`src/rtl/serial_adder_pkg.sv`:
```
// serial_adder_pkg: shared types and helpers for the bit-serial adder.
//   state_t : FSM state encoding (IDLE=0, RUN=1, DONE=2)
//   clog2   : ceiling log2, used to size the bit counter
package serial_adder_pkg;

   typedef enum logic [1:0] {
      IDLE = 2'd0,
      RUN  = 2'd1,
      DONE = 2'd2
   } state_t;

   // Smallest r with 2**r >= n (returns 0 for n <= 1).
   function automatic int unsigned clog2(input int unsigned n);
      int unsigned r;
      longint unsigned v;
      r = 0;
      v = 1;
      while (v < longint'(n)) begin
         v = v << 1;
         r = r + 1;
      end
      return r;
   endfunction

endpackage

```
`src/rtl/serial_adder_if.sv`:
```
// serial_adder_if: start/busy/done handshake plus operand and result bus.
//   master : upstream controller (drives start, a, b, cin)
//   slave  : adder (drives busy, done, sum, cout, ovf)
interface serial_adder_if #(
   parameter int unsigned WIDTH = 8
);
   logic             start;
   logic [WIDTH-1:0] a;
   logic [WIDTH-1:0] b;
   logic             cin;
   logic             busy;
   logic             done;
   logic [WIDTH-1:0] sum;
   logic             cout;
   logic             ovf;

   modport master (
      output start, a, b, cin,
      input  busy, done, sum, cout, ovf
   );

   modport slave (
      input  start, a, b, cin,
      output busy, done, sum, cout, ovf
   );
endinterface

```
`src/rtl/serial_adder_fa_cell.sv`:
```
// fa_cell: combinational one-bit full adder.
//   a, b, ci : addend bits and carry-in
//   s, co    : sum bit and carry-out
module fa_cell (
   input  logic a,
   input  logic b,
   input  logic ci,
   output logic s,
   output logic co
);
   assign s  = a ^ b ^ ci;
   assign co = (a & b) | (ci & (a ^ b));
endmodule

```
`src/rtl/serial_adder.sv`:
```
// serial_adder: bit-serial ripple adder, one bit per clock through a single
// full-adder cell with a registered carry. Result is a + b + cin.
//   clk   : rising-edge clock
//   rst_n : synchronous active-low reset
//   bus   : serial_adder_if slave (start/a/b/cin in; busy/done/sum/cout/ovf out)
// Build option: define SERIAL_ADDER_OVF_EN to build the signed-overflow flag;
// otherwise ovf is tied to 0.
module serial_adder
   import serial_adder_pkg::*;
#(
   parameter int unsigned WIDTH = 8
) (
   input logic          clk,
   input logic          rst_n,
   serial_adder_if.slave bus
);
   localparam int unsigned CNT_W = clog2(WIDTH + 1);

   state_t state_q, state_nxt;
   logic   accept_c, shift_c, last_c;

   logic [WIDTH-1:0] a_sh, b_sh, sum_sh, sum_nxt;
   logic             carry_q;
   logic [CNT_W-1:0] cnt_q;
   logic             busy_q, done_q;
   logic [WIDTH-1:0] sum_q;
   logic             cout_q;
   logic             fa_s, fa_co;

   // Single full-adder cell fed from the LSBs and the running carry.
   fa_cell u_fa (
      .a  (a_sh[0]),
      .b  (b_sh[0]),
      .ci (carry_q),
      .s  (fa_s),
      .co (fa_co)
   );

   // New sum bit enters at the MSB so the LSB ends up at bit 0 after WIDTH shifts.
   always_comb begin
      sum_nxt            = sum_sh >> 1;
      sum_nxt[WIDTH-1]   = fa_s;
   end

   // State register.
   always_ff @(posedge clk) begin
      if (!rst_n) state_q <= IDLE;
      else        state_q <= state_nxt;
   end

   // Next-state and datapath strobes.
   always_comb begin
      state_nxt = state_q;
      accept_c  = 1'b0;
      shift_c   = 1'b0;
      last_c    = 1'b0;
      case (state_q)
         IDLE: begin
            if (bus.start) begin
               accept_c  = 1'b1;
               state_nxt = RUN;
            end
         end
         RUN: begin
            shift_c = 1'b1;
            if (cnt_q == CNT_W'(WIDTH - 1)) begin
               last_c    = 1'b1;
               state_nxt = DONE;
            end
         end
         DONE: begin
            if (bus.start) begin
               accept_c  = 1'b1;
               state_nxt = RUN;
            end else begin
               state_nxt = IDLE;
            end
         end
         default: state_nxt = IDLE;
      endcase
   end

   // Handshake outputs registered from the next state.
   always_ff @(posedge clk) begin
      if (!rst_n) begin
         busy_q <= 1'b0;
         done_q <= 1'b0;
      end else begin
         busy_q <= (state_nxt == RUN);
         done_q <= (state_nxt == DONE);
      end
   end

   // Operand shifters, carry, counter and result registers.
   always_ff @(posedge clk) begin
      if (!rst_n) begin
         a_sh    <= '0;
         b_sh    <= '0;
         sum_sh  <= '0;
         carry_q <= 1'b0;
         cnt_q   <= '0;
         sum_q   <= '0;
         cout_q  <= 1'b0;
      end else begin
         if (accept_c) begin
            a_sh    <= bus.a;
            b_sh    <= bus.b;
            carry_q <= bus.cin;
            cnt_q   <= '0;
         end else if (shift_c) begin
            a_sh    <= a_sh >> 1;
            b_sh    <= b_sh >> 1;
            sum_sh  <= sum_nxt;
            carry_q <= fa_co;
            cnt_q   <= cnt_q + CNT_W'(1);
         end
         if (last_c) begin
            sum_q  <= sum_nxt;
            cout_q <= fa_co;
         end
      end
   end

`ifdef SERIAL_ADDER_OVF_EN
   logic ovf_q;

   // On the last bit carry_q is the carry into the MSB and fa_co the carry out.
   always_ff @(posedge clk) begin
      if (!rst_n)      ovf_q <= 1'b0;
      else if (last_c) ovf_q <= carry_q ^ fa_co;
   end

   assign bus.ovf = ovf_q;
`else
   assign bus.ovf = 1'b0;
`endif

   assign bus.busy = busy_q;
   assign bus.done = done_q;
   assign bus.sum  = sum_q;
   assign bus.cout = cout_q;

endmodule

```
`src/flat_wrapper.sv`:
```
// flat-port wrapper written by rule: the top's interface ports become plain ports
module serial_adder_flat import serial_adder_pkg::*;
#(
   parameter int unsigned WIDTH = 8
)
  (clk, rst_n, bus_start, bus_a, bus_b, bus_cin, bus_busy, bus_done, bus_sum, bus_cout, bus_ovf);
  serial_adder_if #(.WIDTH(WIDTH)) bus_i ();
  input logic clk;
  input logic rst_n;
  input wire logic [$bits(bus_i.start)-1:0] bus_start;
  input wire logic [$bits(bus_i.a)-1:0] bus_a;
  input wire logic [$bits(bus_i.b)-1:0] bus_b;
  input wire logic [$bits(bus_i.cin)-1:0] bus_cin;
  output wire logic [$bits(bus_i.busy)-1:0] bus_busy;
  output wire logic [$bits(bus_i.done)-1:0] bus_done;
  output wire logic [$bits(bus_i.sum)-1:0] bus_sum;
  output wire logic [$bits(bus_i.cout)-1:0] bus_cout;
  output wire logic [$bits(bus_i.ovf)-1:0] bus_ovf;
  assign bus_i.start = bus_start;
  assign bus_i.a = bus_a;
  assign bus_i.b = bus_b;
  assign bus_i.cin = bus_cin;
  assign bus_busy = bus_i.busy;
  assign bus_done = bus_i.done;
  assign bus_sum = bus_i.sum;
  assign bus_cout = bus_i.cout;
  assign bus_ovf = bus_i.ovf;
  serial_adder #(.WIDTH(WIDTH)) u_core (.clk(clk), .rst_n(rst_n), .bus(bus_i));
endmodule
```
`config.mk`:
```
export PLATFORM = sky130hd
export DESIGN_NAME = serial_adder_flat
export DESIGN_NICKNAME = d
export VERILOG_FILES = /design/src/rtl/serial_adder_pkg.sv /design/src/rtl/serial_adder_if.sv /design/src/rtl/serial_adder_fa_cell.sv /design/src/rtl/serial_adder.sv /design/src/flat_wrapper.sv
export SDC_FILE = /design/constraint.sdc
export NUM_CORES = 1
export LEC_CHECK = 0
export BUFFER_PORTS_ARGS = -buffer_cell sky130_fd_sc_hd__buf_2
export CAP_MARGIN = 10
export CELL_PAD_IN_SITES_DETAIL_PLACEMENT = 0
export CELL_PAD_IN_SITES_GLOBAL_PLACEMENT = 1
export CORE_MARGIN = 10
export CORE_UTILIZATION = 42
export CTS_BUF_LIST = sky130_fd_sc_hd__clkbuf_8
export CTS_CLUSTER_DIAMETER = 60
export DETAILED_ROUTE_END_ITERATION = 7
export PLACE_DENSITY = 0.85
export SYNTH_ARGS = -nofsm -noshare
export SYNTH_HDL_FRONTEND = slang
export SYNTH_SLANG_ARGS = --single-unit
```
`constraint.sdc`:
```
create_clock -name clk -period 1.54 [get_ports clk]
set_input_delay 0 -clock clk [delete_from_list [all_inputs] [get_ports clk]]
set_output_delay 0 -clock clk [all_outputs]
set_load 0.01 [all_outputs]
```
==> flow_metrics.py, run 1 <==
metrics = {
    "synth": {
        "synthTopCellsByArea": "dfxtp_1 49%, nand2_1 14%, mux2i_1 5.9%, a31oi_1 4.8%, a21boi_0 4.4%",
        "synth.avg_cell_area_um2": 8.568,
        "synth.distinct_cells": 30,
        "synth_top_cell_by_area": "dfxtp_1",
        "synthesis.area_um2": 1688,
        "synthesis.nets": 219,
        "synth-seq-cells": 41,
        "synth_top_area_share": 0.4863,
        "syn_inst": 197,
        "yosysSeqAreaShare": 0.4863,
        "yosysWarnings": 0,
    },
    "placed_design": {
        "dp_hpwl_um": 2319,
        "place_congestion": 0.7437,
        "port_buffers": 30,
    },
    "setup_path": {
        "r2r_slack_ns": 0.33,
        "cp-endpoint": "u_core.bus.sum[3]",
        "cp-startpoint": "u_core.cnt_q[0]",
        "start_kind": "register",
        "cp_cell_sequence": "ha_1 -> and4_4 -> mux2i_1",
        "cp_max_fo": 11,
        "crit_required_ns": 1.76,
        "critPathKind": "reg -> reg",
        "cp-end-kind": "register",
        "r2r-start": "u_core.cnt_q[0]",
        "regToRegEndpoint": "u_core.bus.sum[3]",
        "worstRegToRegCells": 3,
        "critical-path-slowest-cell": "dfxtp_1",
        "arrival_ns": 1.43,
        "max_stage_delay_ns": 0.38,
    },
    "pwr": {
        "power.density_nw_per_um2": 1178,
        "p_total_mw": 2.342,
        "peakVddDrop_mv": 0.5314,
        "p_leak_nw": 0.7731,
    },
    "worst_hold_path": {
        "hold_class": "in -> reg",
    },
    "clock_tree": {
        "cts_buffer_depth": 2,
        "cts.htree.levels": 2,
        "clock_sinks": 41,
        "cts.clk_slew.worst_paths_ns": 0.08,
        "ctsRootBufferMaster": "clkbuf_8",
        "clk_latency_ns": 0.29,
        "cts-buffers-inserted": 5,
        "cts_tree": "built",
    },
    "layout": {
        "n_antenna_cell": 0,
        "final_util": 0.5272,
        "layout_commonest_cell": "nand2_1",
        "syn_to_final_growth_pct": 17.79,
        "layout_common_cells": "64 x nand2_1, 41 x dfxtp_1, 30 x buf_2, 13 x a31oi_1, 12 x o21ai_0",
        "layout-drive-gt1-share": 0.2000,
        "final_nets": 246,
    },
    "die": {
        "die-width_um": 83.40,
        "core_um2": 3771,
        "dieArea_um2": 6955,
        "fp-row-count": 22,
        "initial_core_util": 0.4476,
        "io-pin-count": 32,
        "dieHeight_um": 83.40,
    },
    "run_status": {
        "status": "finished, final reports clean",
    },
    "sta": {
        "finalClockSkew_ns": 0.006218,
        "maxSlewViolCount": 0,
        "max_freq_mhz": 826.2,
        "setup_viol": 0,
        "final.setup.tns_ns": 0,
        "rsz0062_at_grt": "false",
        "post-route-period-util": 0.7859,
        "fin_hold_ws_ns": 0.01916,
        "hold_viol": 0,
        "finalCriticalPeriod_ns": 1.210,
    },
    "route": {
        "firstDrtPassIters": 6,
        "vias": 1348,
        "wl_um": 3343,
        "wire_per_inst_um": 12.25,
        "drtAntennaViolNets": 0,
        "vias_per_cell": 4.938,
        "dr.first_iter.drc_count": 97,
        "drc": 0,
    },
    "global_routing": {
        "antenna_found_initial": 0,
        "grt_overflow": 0,
        "grt_first_pass_wirelength_um": 5844,
        "grt_max_degree": 33,
        "grtUsageTotal": 0.09813,
        "grt_pass1_vias": 1346,
    },
    "job": {
        "maxCapViolCount": 0,
    },
}
-- synth_stat cells --
cell type	count
a21boi_0	10
a21oi_1	3
a22oi_1	3
a31oi_1	13
and2_1	2
and2b_1	1
and4_4	1
buf_12	1
buf_2	7
buf_4	1
buf_6	1
clkbuf_1	6
clkbuf_2	1
conb_1	1
dfxtp_1	41
fa_1	1
ha_1	1
inv_1	1
mux2i_1	10
nand2_1	64
nand2b_1	2
nand3_1	5
nand3b_1	1
nand4_1	1
nor2_1	2
nor2b_2	1
o21a_1	2
o21ai_0	12
xnor2_1	1
xor2_1	1
-- what timing repair did --
action / in CTS / in global routing
gates resized for setup: 0 / 0
setup endpoints to repair: 0 / 0
hold buffers: 2 / 0
setup buffers: 0 / 0
endpoints found under the hold margin: 2 / 0
-- routing by layer --
metal	up-vias	GRT usage	share of wire	wire length [µm]
met1	609	0.1165	0.50	1678
met4	0	0.04154	0.013	43
li1	710	-	-	-
met2	25	0.1543	0.44	1485
met5	-	0	0	0
met3	4	0.03613	0.041	136
-- how the worst min path moves through the flow --
| stage | from | endpoint | slack [ns] | cells after the start |
|---|---|---|---|---|
| after CTS | bus_a[2] | u_core.a_sh[2] | 0.02 | 3 |
| after global routing | bus_a[6] | u_core.a_sh[6] | 0.03 | 3 |
| final | bus_a[2] | u_core.a_sh[2] | 0.02 | 3 |
| after global placement | bus_a[7] | u_core.a_sh[7] | 0.25 | 3 |
| after floorplan | bus_a[7] | u_core.a_sh[7] | 0.13 | 2 |
| after detailed placement | bus_a[7] | u_core.a_sh[7] | 0.26 | 3 |
-- cells by family (layout without fill, tap and decap cells) --
| kind of cell | Yosys count | count (layout) | share of synthesized area |
|---|---|---|---|
| buffers and inverters | 18 | 46 | 0.06226 |
| and+or+nand+nor | 80 | 80 | 0.2009 |
| DFF | 41 | 41 | 0.4863 |
| adders and majority gates | 2 | 2 | 0.01927 |
| AOI/OAI and AO/OA | 43 | 43 | 0.1594 |
| other | 1 | 1 | 0.002222 |
| muxes | 10 | 10 | 0.05931 |
| xor gates and xnor gates | 2 | 2 | 0.01038 |
-- registers in the layout, summed over array words and instances (netlist names) --
register / flops
u_core.a_sh: 8
u_core.b_sh: 8
u_core.bus.busy: 1
u_core.bus.cout: 1
u_core.bus.done: 1
u_core.bus.sum: 8
u_core.carry_q: 1
u_core.cnt_q: 4
u_core.state_q: 2
u_core.sum_sh: 7
-- final cells by class --
type                            count  area, µm²
Clock buffer                        5      68.82
Inverter                            1      3.754
Fill cell                         371       1783
Tap cell                           48      60.06
Sequential cell                    41      820.8
Multi-Input combinational cell    138      762.0
Timing Repair Buffer               37      207.7
Clock inverter                      3      65.06
-- critical path: cells and delay by family (launching register included) --
family	cells	cell delay [ns]
mux	1	0.20
simple gates	1	0.36
fa+ha+maj	1	0.21
flops	1	0.38
-- per-stage QoR --
| step | instance area [µm²] | worst slack (ns) | cells |
|---|---|---|---|
| final | 1988 | 0.3297 | 273 |
| after global routing | 1988 | 0.2176 | 273 |
| after CTS | 1988 | 0.3194 | 273 |
| after detailed placement | 1834 | 0.3297 | 263 |
| after global placement | 1834 | 0.3532 | 263 |
| after floorplan | 1688 | 0.3346 | 197 |
-- power breakdown --
part	leakage, nW	internal, mW	switching (mW)
clock network	0.0681	0.644	0.364
logic	0.370	0.0833	0.120
registers	0.335	1.11	0.0255
Power figures use the tool's default switching activity.
==> inputs of run 2 (changes only) <==
- clock period: 1.54 -> 1.2 ns (I/O delays scaled with it)
==> flow_metrics.py, run 2 (synthesis results as in run 1) <==
metrics = {
    "clock_tree": {
        "cts_tree": "built",
        "cts.htree.levels": 2,
        "cts_setup_buffers": 0,
        "cts-buffers-inserted": 5,
        "clk_latency_ns": 0.29,
        "cts_buffer_depth": 2,
        "cts.clk_slew.worst_paths_ns": 0.08,
        "ctsRootBufferMaster": "clkbuf_8",
        "clock_sinks": 41,
    },
    "die": {
        "fp-row-count": 22,
        "die-width_um": 83.40,
        "core_um2": 3771,
        "dieHeight_um": 83.40,
        "initial_core_util": 0.4476,
        "dieArea_um2": 6955,
        "io-pin-count": 32,
    },
    "placed_design": {
        "preCtsSetupSlack_ns": -0.006038,
        "port_buffers": 30,
        "place_congestion": 0.7125,
        "dp_cells": 270,
        "dp_hpwl_um": 2550,
    },
    "setup_path": {
        "r2r-start": "u_core.state_q[0]",
        "cp-startpoint": "u_core.state_q[0]",
        "start_kind": "register",
        "arrival_ns": 1.38,
        "critPathKind": "reg -> reg",
        "cp_max_fo": 6,
        "crit_required_ns": 1.42,
        "cp-end-kind": "register",
    },
    "route": {
        "wl_um": 3762,
        "wire_per_inst_um": 13.39,
        "drc": 0,
        "firstDrtPassIters": 4,
        "vias": 1411,
        "drtAntennaViolNets": 0,
        "vias_per_cell": 5.021,
        "dr.first_iter.drc_count": 72,
    },
    "sta": {
        "max_freq_mhz": 857.7,
        "worst_slack_ns": 0.03408,
        "post-route-period-util": 0.9716,
        "final.setup.tns_ns": 0,
        "maxSlewViolCount": 0,
        "fin_hold_ws_ns": 0.01376,
        "rsz0062_at_grt": "true",
        "finalClockSkew_ns": 0.008347,
        "hold_viol": 0,
        "setup_viol": 0,
        "finalCriticalPeriod_ns": 1.166,
    },
    "pwr": {
        "power.density_nw_per_um2": 1464,
        "p_leak_nw": 0.8165,
        "peakVddDrop_mv": 0.8876,
    },
    "layout": {
        "final_util": 0.5537,
        "final_nets": 254,
        "layout_common_cells": "64 x nand2_1, 38 x dfxtp_1, 30 x buf_2, 13 x a31oi_1, 12 x o21ai_0",
        "n_antenna_cell": 0,
        "syn_to_final_growth_pct": 23.72,
        "fin_cells": 281,
        "layout_commonest_cell": "nand2_1",
        "fillCellCount": 358,
        "layout-drive-gt1-share": 0.2489,
    },
    "global_routing": {
        "grtUsageTotal": 0.1063,
        "grt_pass1_vias": 1445,
        "antenna_found_initial": 0,
        "grt_max_degree": 22,
        "grt_overflow": 0,
        "grt_first_pass_wirelength_um": 6396,
    },
    "worst_hold_path": {
        "hold_class": "in -> reg",
        "worstHoldStart": "bus_b[6]",
    },
    "job": {
        "maxCapViolCount": 0,
    },
    "run_status": {
        "status": "finished, final reports clean",
    },
}
==> run 2: cell types whose count changed in the layout (fill, tap and decap cells not counted) <==
cell	previous run	this run
buf_4	5	11
dfxtp_1	41	38
dfxtp_2	0	3
a21boi_0	10	9
a21boi_1	0	1
and4_4	1	2
buf_12	0	1
fa_1	1	0
fa_2	0	1
ha_1	1	0
ha_4	0	1
nor2b_2	1	0
nor2b_4	0	1
==> run 2: through the flow <==
| step | instance area, µm² | power [mW] |
|---|---|---|
| after floorplan | 1694 | 1.673 |
| after global placement | 1906 | 1.778 |
| after detailed placement | 1906 | 1.781 |
| after CTS | 2059 | 3.073 |
| after global routing | 2088 | 3.191 |
| final | 2088 | 3.057 |
==> run 2: layer usage <==
metal	share of wire	routed length [µm]	vias up	track usage
li1	-	-	728	-
met1	0.47	1778	656	0.1273
met2	0.48	1791	27	0.1732
met3	0.051	192	0	0.04004
met4	0	0	0	0.02769
met5	0	0	-	0
==> run 2: critical path: stages, from the launching register on <==
cell and delay, ns:
dfxtp_2 0.36, nor2b_4 0.20, and4_4 0.33, mux2i_1 0.21
==> run 2: path summary, 6_finish.rpt <==
check                           end  slack, ns  cells past startpoint
setup / recovery  u_core.bus.sum[7]       0.03                      3
hold / removal       u_core.b_sh[6]       0.01                      3
setup reg to reg  u_core.bus.sum[7]       0.03                      3
hold reg to reg     u_core.bus.cout       0.46                      2
==> run 2: cell type report <==
type | instances | area (µm²) | area share
Sequential cell | 41 | 824.5 | 0.3948
Clock buffer | 5 | 68.82 | 0.03295
Inverter | 1 | 3.754 | 0.001797
Clock inverter | 3 | 65.06 | 0.03116
Tap cell | 48 | 60.06 | 0.02876
Multi-Input combinational cell | 139 | 793.3 | 0.3799
Timing Repair Buffer | 44 | 272.8 | 0.1306
==> run 2: report_power, final <==
group	switching, mW	total [mW]	internal, mW	leakage [nW]
logic	0.167	0.304	0.137	0.413
clock network	0.469	1.30	0.826	0.0681
registers	0.0363	1.46	1.42	0.336
==> run 2: timing repair <==
item,4_1_cts,5_1_grt
endpoints found under the setup margin,2,13
cloned,0,1
pin swaps,1,2
hold buffers,2,0
gates resized for setup,0,7
hold endpoints to repair,2,0
